===== src/rtl/sw_led_ctrl.sv =====
// Switch-to-RGB-LED controller: per-channel 2-flop sync, counter debounce,
// rising-edge driven toggle/colour state, and a registered active-low LED stage.
module sw_led_ctrl #(
    parameter int N_CH            = 2,
    parameter int DEBOUNCE_CYCLES = 1,
    parameter int BLINK_HALF      = 62500000
) (
    input  logic            clk_125,
    input  logic            rst,
    input  logic [N_CH-1:0] sw,
    input  logic [1:0]      mode,
    output logic [N_CH-1:0] led_r_n,
    output logic [N_CH-1:0] led_g_n,
    output logic [N_CH-1:0] led_b_n,
    output logic [N_CH-1:0] db_out
);

    localparam int CNT_W = (DEBOUNCE_CYCLES > 1) ? $clog2(DEBOUNCE_CYCLES) : 1;
    localparam int BC_W  = (BLINK_HALF > 1) ? $clog2(BLINK_HALF) : 1;
    localparam logic [CNT_W-1:0] CNT_MAX = CNT_W'(DEBOUNCE_CYCLES - 1);
    localparam logic [BC_W-1:0]  BC_MAX  = BC_W'(BLINK_HALF - 1);

    typedef enum logic [1:0] {
        COL_RED   = 2'd0,
        COL_GREEN = 2'd1,
        COL_BLUE  = 2'd2
    } col_t;

    logic [N_CH-1:0] r_sync1;
    logic [N_CH-1:0] r_sync2;
    logic [N_CH-1:0] r_db;
    logic [N_CH-1:0] r_db_q;
    logic [N_CH-1:0] r_tg;
    logic [N_CH-1:0] r_led_r;
    logic [N_CH-1:0] r_led_g;
    logic [N_CH-1:0] r_led_b;
    logic [N_CH-1:0] w_rise;
    logic [BC_W-1:0] r_bc;
    logic            r_ph;

    assign w_rise  = r_db & ~r_db_q;
    assign led_r_n = r_led_r;
    assign led_g_n = r_led_g;
    assign led_b_n = r_led_b;
    assign db_out  = r_db;

    always_ff @(posedge clk_125) begin
        if (rst) begin
            r_sync1 <= '0;
            r_sync2 <= '0;
            r_db_q  <= '0;
            r_bc    <= '0;
            r_ph    <= 1'b0;
        end else begin
            r_sync1 <= sw;
            r_sync2 <= r_sync1;
            r_db_q  <= r_db;
            if (r_bc == BC_MAX) begin
                r_bc <= '0;
                r_ph <= ~r_ph;
            end else begin
                r_bc <= r_bc + 1'b1;
            end
        end
    end

    generate
        for (genvar gi = 0; gi < N_CH; gi++) begin : g_ch
            logic [CNT_W-1:0] r_cnt;
            col_t             r_col;
            col_t             w_lit;
            logic             w_r;
            logic             w_g;
            logic             w_b;

            always_ff @(posedge clk_125) begin
                if (rst) begin
                    r_cnt    <= '0;
                    r_db[gi] <= 1'b0;
                    r_tg[gi] <= 1'b0;
                    r_col    <= COL_RED;
                end else begin
                    if (r_sync2[gi] == r_db[gi]) begin
                        r_cnt <= '0;
                    end else if (r_cnt == CNT_MAX) begin
                        r_db[gi] <= r_sync2[gi];
                        r_cnt    <= '0;
                    end else begin
                        r_cnt <= r_cnt + 1'b1;
                    end
                    if (w_rise[gi]) begin
                        r_tg[gi] <= ~r_tg[gi];
                        case (r_col)
                            COL_RED:   r_col <= COL_GREEN;
                            COL_GREEN: r_col <= COL_BLUE;
                            default:   r_col <= COL_RED;
                        endcase
                    end
                end
            end

            // r_col already points at the next press's colour once the rise
            // has been consumed, so the held colour is its predecessor.
            always_comb begin
                w_lit = r_col;
                if (!w_rise[gi]) begin
                    case (r_col)
                        COL_RED:   w_lit = COL_BLUE;
                        COL_GREEN: w_lit = COL_RED;
                        default:   w_lit = COL_GREEN;
                    endcase
                end
            end

            always_comb begin
                w_r = 1'b1;
                w_g = 1'b1;
                w_b = 1'b1;
                case (mode)
                    2'b00: w_b = ~r_db[gi];
                    2'b01: w_b = ~r_tg[gi];
                    2'b10: w_b = ~(r_db[gi] & r_ph);
                    default: begin
                        if (r_db[gi]) begin
                            case (w_lit)
                                COL_RED:   w_r = 1'b0;
                                COL_GREEN: w_g = 1'b0;
                                default:   w_b = 1'b0;
                            endcase
                        end
                    end
                endcase
            end

            always_ff @(posedge clk_125) begin
                if (rst) begin
                    r_led_r[gi] <= 1'b1;
                    r_led_g[gi] <= 1'b1;
                    r_led_b[gi] <= 1'b1;
                end else begin
                    r_led_r[gi] <= w_r;
                    r_led_g[gi] <= w_g;
                    r_led_b[gi] <= w_b;
                end
            end
        end
    endgenerate

endmodule

===== config.mk =====
export PLATFORM = sky130hd
export DESIGN_NAME = sw_led_ctrl
export DESIGN_NICKNAME = d
export VERILOG_FILES = /design/src/rtl/sw_led_ctrl.sv
export SDC_FILE = /design/constraint.sdc
export NUM_CORES = 1
export LEC_CHECK = 0
export ABC_CLOCK_PERIOD_IN_PS = 2040
export CAP_MARGIN = 10
export CORE_MARGIN = 2
export CORE_UTILIZATION = 28
export CTS_CLUSTER_DIAMETER = 40
export DETAILED_ROUTE_END_ITERATION = 8
export PLACE_DENSITY = 0.43
export SLEW_MARGIN = 20
export SYNTH_ARGS = -nofsm -noshare
export SYNTH_HDL_FRONTEND = slang
export SYNTH_SLANG_ARGS = --single-unit

===== constraint.sdc =====
create_clock -name clk_125 -period 2.04 [get_ports clk_125]
set_clock_uncertainty 0.05 [all_clocks]
set_input_delay 0.204 -clock clk_125 [delete_from_list [all_inputs] [get_ports clk_125]]
set_output_delay 0.204 -clock clk_125 [all_outputs]
set_load 0.01 [all_outputs]

======== After elaboration in Yosys (flattened, before gate mapping) ========
Cells that the tools add are included.
word-level totals
  input bits .............................. 6
  register bits after elaboration ......... 49
  logic and storage cells ................. 76
  output and inout bits ................... 8
cells by class
  muxes and demuxes ....................... 16
  bitwise gates (word level) .............. 15
  equal/unequal tests ..................... 9
  $add $sub $neg .......................... 3
  reductions and logical operators ........ 14
operator list
  cell                                                                   count
  26-bit by 1-bit adder with 26-bit output, second input constant        1
  26-bit equality test, second input constant                            1
  2-bit one-hot mux with 2 select lines                                  4
  1-bit inverter                                                         11
  2-bit by 1-bit equality test with 1-bit output, second input constant  5
  2-bit logical NOT                                                      5
  5-bit OR reduction                                                     2
  1-bit 2-to-1 mux                                                       8
  1-bit one-hot mux with 3 select lines                                  2
  2-bit OR reduction                                                     3
  3-bit OR reduction                                                     2
  2-bit 2-to-1 mux                                                       2
  2-bit AND reduction                                                    2
  1-bit adder, second input constant                                     2
  1-bit AND                                                              2
  2-bit AND                                                              1
  1-bit equality test                                                    2
  2-bit equality test, second input constant                             1
  2-bit inverter                                                         1

======== Logic depth before layout (Yosys ltp) ========
  depth in word-level cells ............... 8
  mapped depth ............................ 6
  gate-level depth less buffers ........... 5

======== Least setup slack after synthesis ========
No wires, ideal clock.
  kind .................................... register to register
  start ................................... register r_bc[9]
  end ..................................... register r_bc[23]
  path slack .............................. 0.159 ns
  required time ........................... 1.865 ns
  path buffers ............................ 1
  data arrival time ....................... 1.706 ns
  clock period less this slack ............ 1.881 ns
  library setup time ...................... 0.125 ns
  stages on the path, launching flop included .. 6
  cells stage by stage .................... dfxtp_1 > or4b_1 > or4_4 > o21bai_4 > buf_4 > a21oi_1
on the way
  word-level cells in the longest chain between the ends .. 2
  elaborated cells between the ends (all ways) .. 3
  those cells by class .................... 1 x add/sub; 1 x eq/ne; 1 x reduce/logical
RTL lines
  what                                                                                              RTL line  text
  start: declaration                                                                                38        logic [BC_W-1:0] r_bc;
  start signal: assignment                                                                          62        r_bc <= r_bc + 1'b1;
  parallel branches: the longest is 2 deep, another holds 26-bit by 1-bit adder with 26-bit output  --
Parallel ways; which one is timed is not known.
A chain may end at the register's enable or synchronous reset.

======== Worst setup path after layout ========
  start ................................... register r_bc[6]
  end ..................................... register r_bc[11]
The elaborated chain is that of the path after synthesis.

==> metrics.txt <==
status=finished, final reports clean; setup TNS=0 ns; CP max FO=7; die height=91.34 um; layout cell share with drive strength beyond 1=14.13%; Max VDD drop=0.2245 mV; Crit path arrival time=2.08 ns; Final Core Density=35.71%; Final Cycle Share=95.02%; fmax=515.9 MHz; GR Util All Layers=11.18%; core area=7331 um^2; WHS=0.3924 ns; largest net degree at the start of global routing=16; Cell Int Power=1399 uW; Initial Utilization=29.13%; Worst-path clk slew=0.10 ns; Syn. warnings=0; Post-CTS Setup Bufs=0; Max stage delay on crit path=0.50 ns; antenna cells=0; final instance area=2618 um^2; Switching Fraction=22.05%; Rows=31; cts bufs inserted=5; #FFs+latches synth=49; PortBufs=13; # fillers=790; fin. max-slew vios=0; Avg Cell Area, Syn=9.127 um^2; root buffer cell=clkbuf_8; vias=1684; first-pass GRT wire length=7376 um; Crit path buffers/inverters=1; Post-synth EDFFs=0; Iteration-0 DRC Markers=56; Final Wtd Congestion=0.7185; DIE AREA=8342 um^2; CTS Sinks=49; synthesized instance count=234; top_reg_cell synth=dfxtp_1; Mapped Area=2136 um^2; maximum clock path buffer count=2; sequential area share after synthesis=45.93%; die width=91.34 um; Final min period=1.938 ns; final net count=279; final WL=4379 um; unrepaired setup endpoints after global routing=false; hold crit path type=in -> reg; Max Cap Viol=0; DP Area=2497 um^2; CTS tree=yes; worst-path cell chain=or4b_1 > or4_4 > o21bai_4 > buf_4 > a21oi_1; Worst setup SP type=flip-flop; initial antenna violation count=0; DRC Markers=0; Worst path slowest cell=or4b_1; Avg Vias per Cell=4.576; Reg power frac=54.9%; gr ovfl total=0; asr flop ratio synth=0%; worst-skew pair later-pin latency=0.30 ns; vias in the first global route=1580; pwr/cell area=685.9 nW/um^2; Net Switching=395.8 uW; Setup CP Type=reg -> reg; top cell family by delay on the critical path=simple AND/OR/NAND/NOR gates; 1st-pass router iterations=4; clock network power share=39.3%; H-tree depth=2; Layout area overhead=22.55%; worst path required time=2.18 ns; Unique masters post-synth=38; Pleak=0.0009120 uW; Final ANT Viol Nets=0; final hold violation count=0; Worst setup EP type=flip-flop; combinational power share=5.9%; Final setup viols=0; hpwl dp=3278 um; IO Pins=14; WL per Instance=11.90 um
## layer usage
metal / track usage (%) / part of all wire, % / up-vias / routed length, um
li1: - / - / 898 / -
met4: 4.545 / 1.6 / 0 / 71
met3: 2.988 / 2.5 / 4 / 111
met5: 0 / 0 / - / 0
met2: 17.16 / 43 / 19 / 1902
met1: 14.86 / 52 / 763 / 2293
## area by class of cell
cell class | instances | area (um^2) | share of cell area, %
clock buffer | 6 | 72.57 | 2.772
clock inverter | 2 | 38.79 | 1.482
inverter | 7 | 26.28 | 1.004
multi-input combinational | 173 | 1099 | 41.97
sequential | 49 | 984.7 | 37.62
tap | 99 | 123.9 | 4.732
timing repair buffer | 32 | 272.8 | 10.42
## cell usage after synthesis, types with 2 or more instances
cell type   n  share of area (%)
a21oi_1    17                4.0
and3_1      3               0.88
and4_1      3                1.2
buf_4       2               0.70
clkbuf_1    2               0.35
dfxtp_1    49                 46
ha_1        5                2.9
inv_1       7                1.2
mux2_2      2                1.1
mux2i_1     4                1.9
nand2_1     8                1.4
nand2b_1    7                2.1
nand3_1    13                3.0
nand4_1     9                2.6
nor2_1     27                4.7
nor2b_1     8                2.3
nor3_1      6                1.4
o21ai_0    10                2.3
o31ai_1     4                1.4
or3_1       9                2.6
or4_1       8                2.8
or4_4       2                1.1
xnor2_1     7                2.9
xor2_1      8                3.3
## path summary, 6_finish.rpt
path                endpoint  cells after the start  slack, ns        from
setup / recovery    r_bc[11]                      5       0.10     r_bc[6]
hold / removal    r_sync1[1]                      2       0.39       sw[1]
setup reg to reg    r_bc[11]                      5       0.10     r_bc[6]
hold reg to reg   r_sync2[1]                      1       0.40  r_sync1[1]
## timing repair
action	4_1_cts	5_1_grt
resized for setup	0	5
setup endpoints to repair	0	17
hold buffers	0	0
## cell usage in the layout, fill, tap and decap left out, drive strengths merged, types with 2 or more instances in the layout
| cell | count |
|---|---|
| nand2 | 8 |
| buf | 19 |
| xor2 | 8 |
| o31ai | 4 |
| nor3 | 6 |
| dfxtp | 49 |
| inv | 7 |
| conb | 2 |
| and3 | 3 |
| clkbuf | 6 |
| nor2b | 8 |
| and4 | 4 |
| a21oi | 17 |
| mux2i | 4 |
| nand4 | 9 |
| nor2 | 27 |
| mux2 | 2 |
| o21ai | 10 |
| ha | 5 |
| or4 | 10 |
| xnor2 | 7 |
| nand2b | 7 |
| nand3 | 14 |
| clkdlybuf4s50 | 13 |
| or3 | 9 |
## registers in the layout, indices dropped and copies added (netlist names)
signal	cells
r_sync1	2
r_db_q	2
r_tg	2
led_r_n	2
g_ch.r_cnt	2
db_out	2
led_g_n	2
r_ph	1
led_b_n	2
r_bc	26
g_ch.r_col	4
r_sync2	2
## kinds of logic (layout without fill, tap and decap cells)
| logic type | after synthesis | count (layout) | share of synthesized area (%) |
|---|---|---|---|
| other cells | 1 | 2 | 0.1756 |
| fa+ha+maj | 5 | 5 | 2.929 |
| compound gates | 35 | 35 | 9.725 |
| buf+inv | 13 | 47 | 3.046 |
| simple gates | 110 | 110 | 29.12 |
| flops | 49 | 49 | 45.93 |
| mux | 6 | 6 | 2.929 |
| xor+xnor | 15 | 15 | 6.151 |
## per-stage QoR
stage          power, uW  std cells  setup WS [ns]
2_1_floorplan       1064        235         0.1587
3_3_place_gp        1114        360        0.09142
3_5_place_dp        1114        360        0.07627
4_1_cts             1830        368        0.05220
5_1_grt             1882        368       0.002611
6_report            1795        368         0.1017
## power by group through the flow
stage / combinational [uW] / sequential [uW] / clock (uW)
6_report: 105 / 985 / 705
5_1_grt: 119 / 988 / 775
4_1_cts: 107 / 985 / 738
3_5_place_dp: 107 / 1010 / 0
3_3_place_gp: 107 / 1010 / 0
2_1_floorplan: 55.3 / 1010 / 0
No activity file was read; power rests on OpenSTA's default activity.
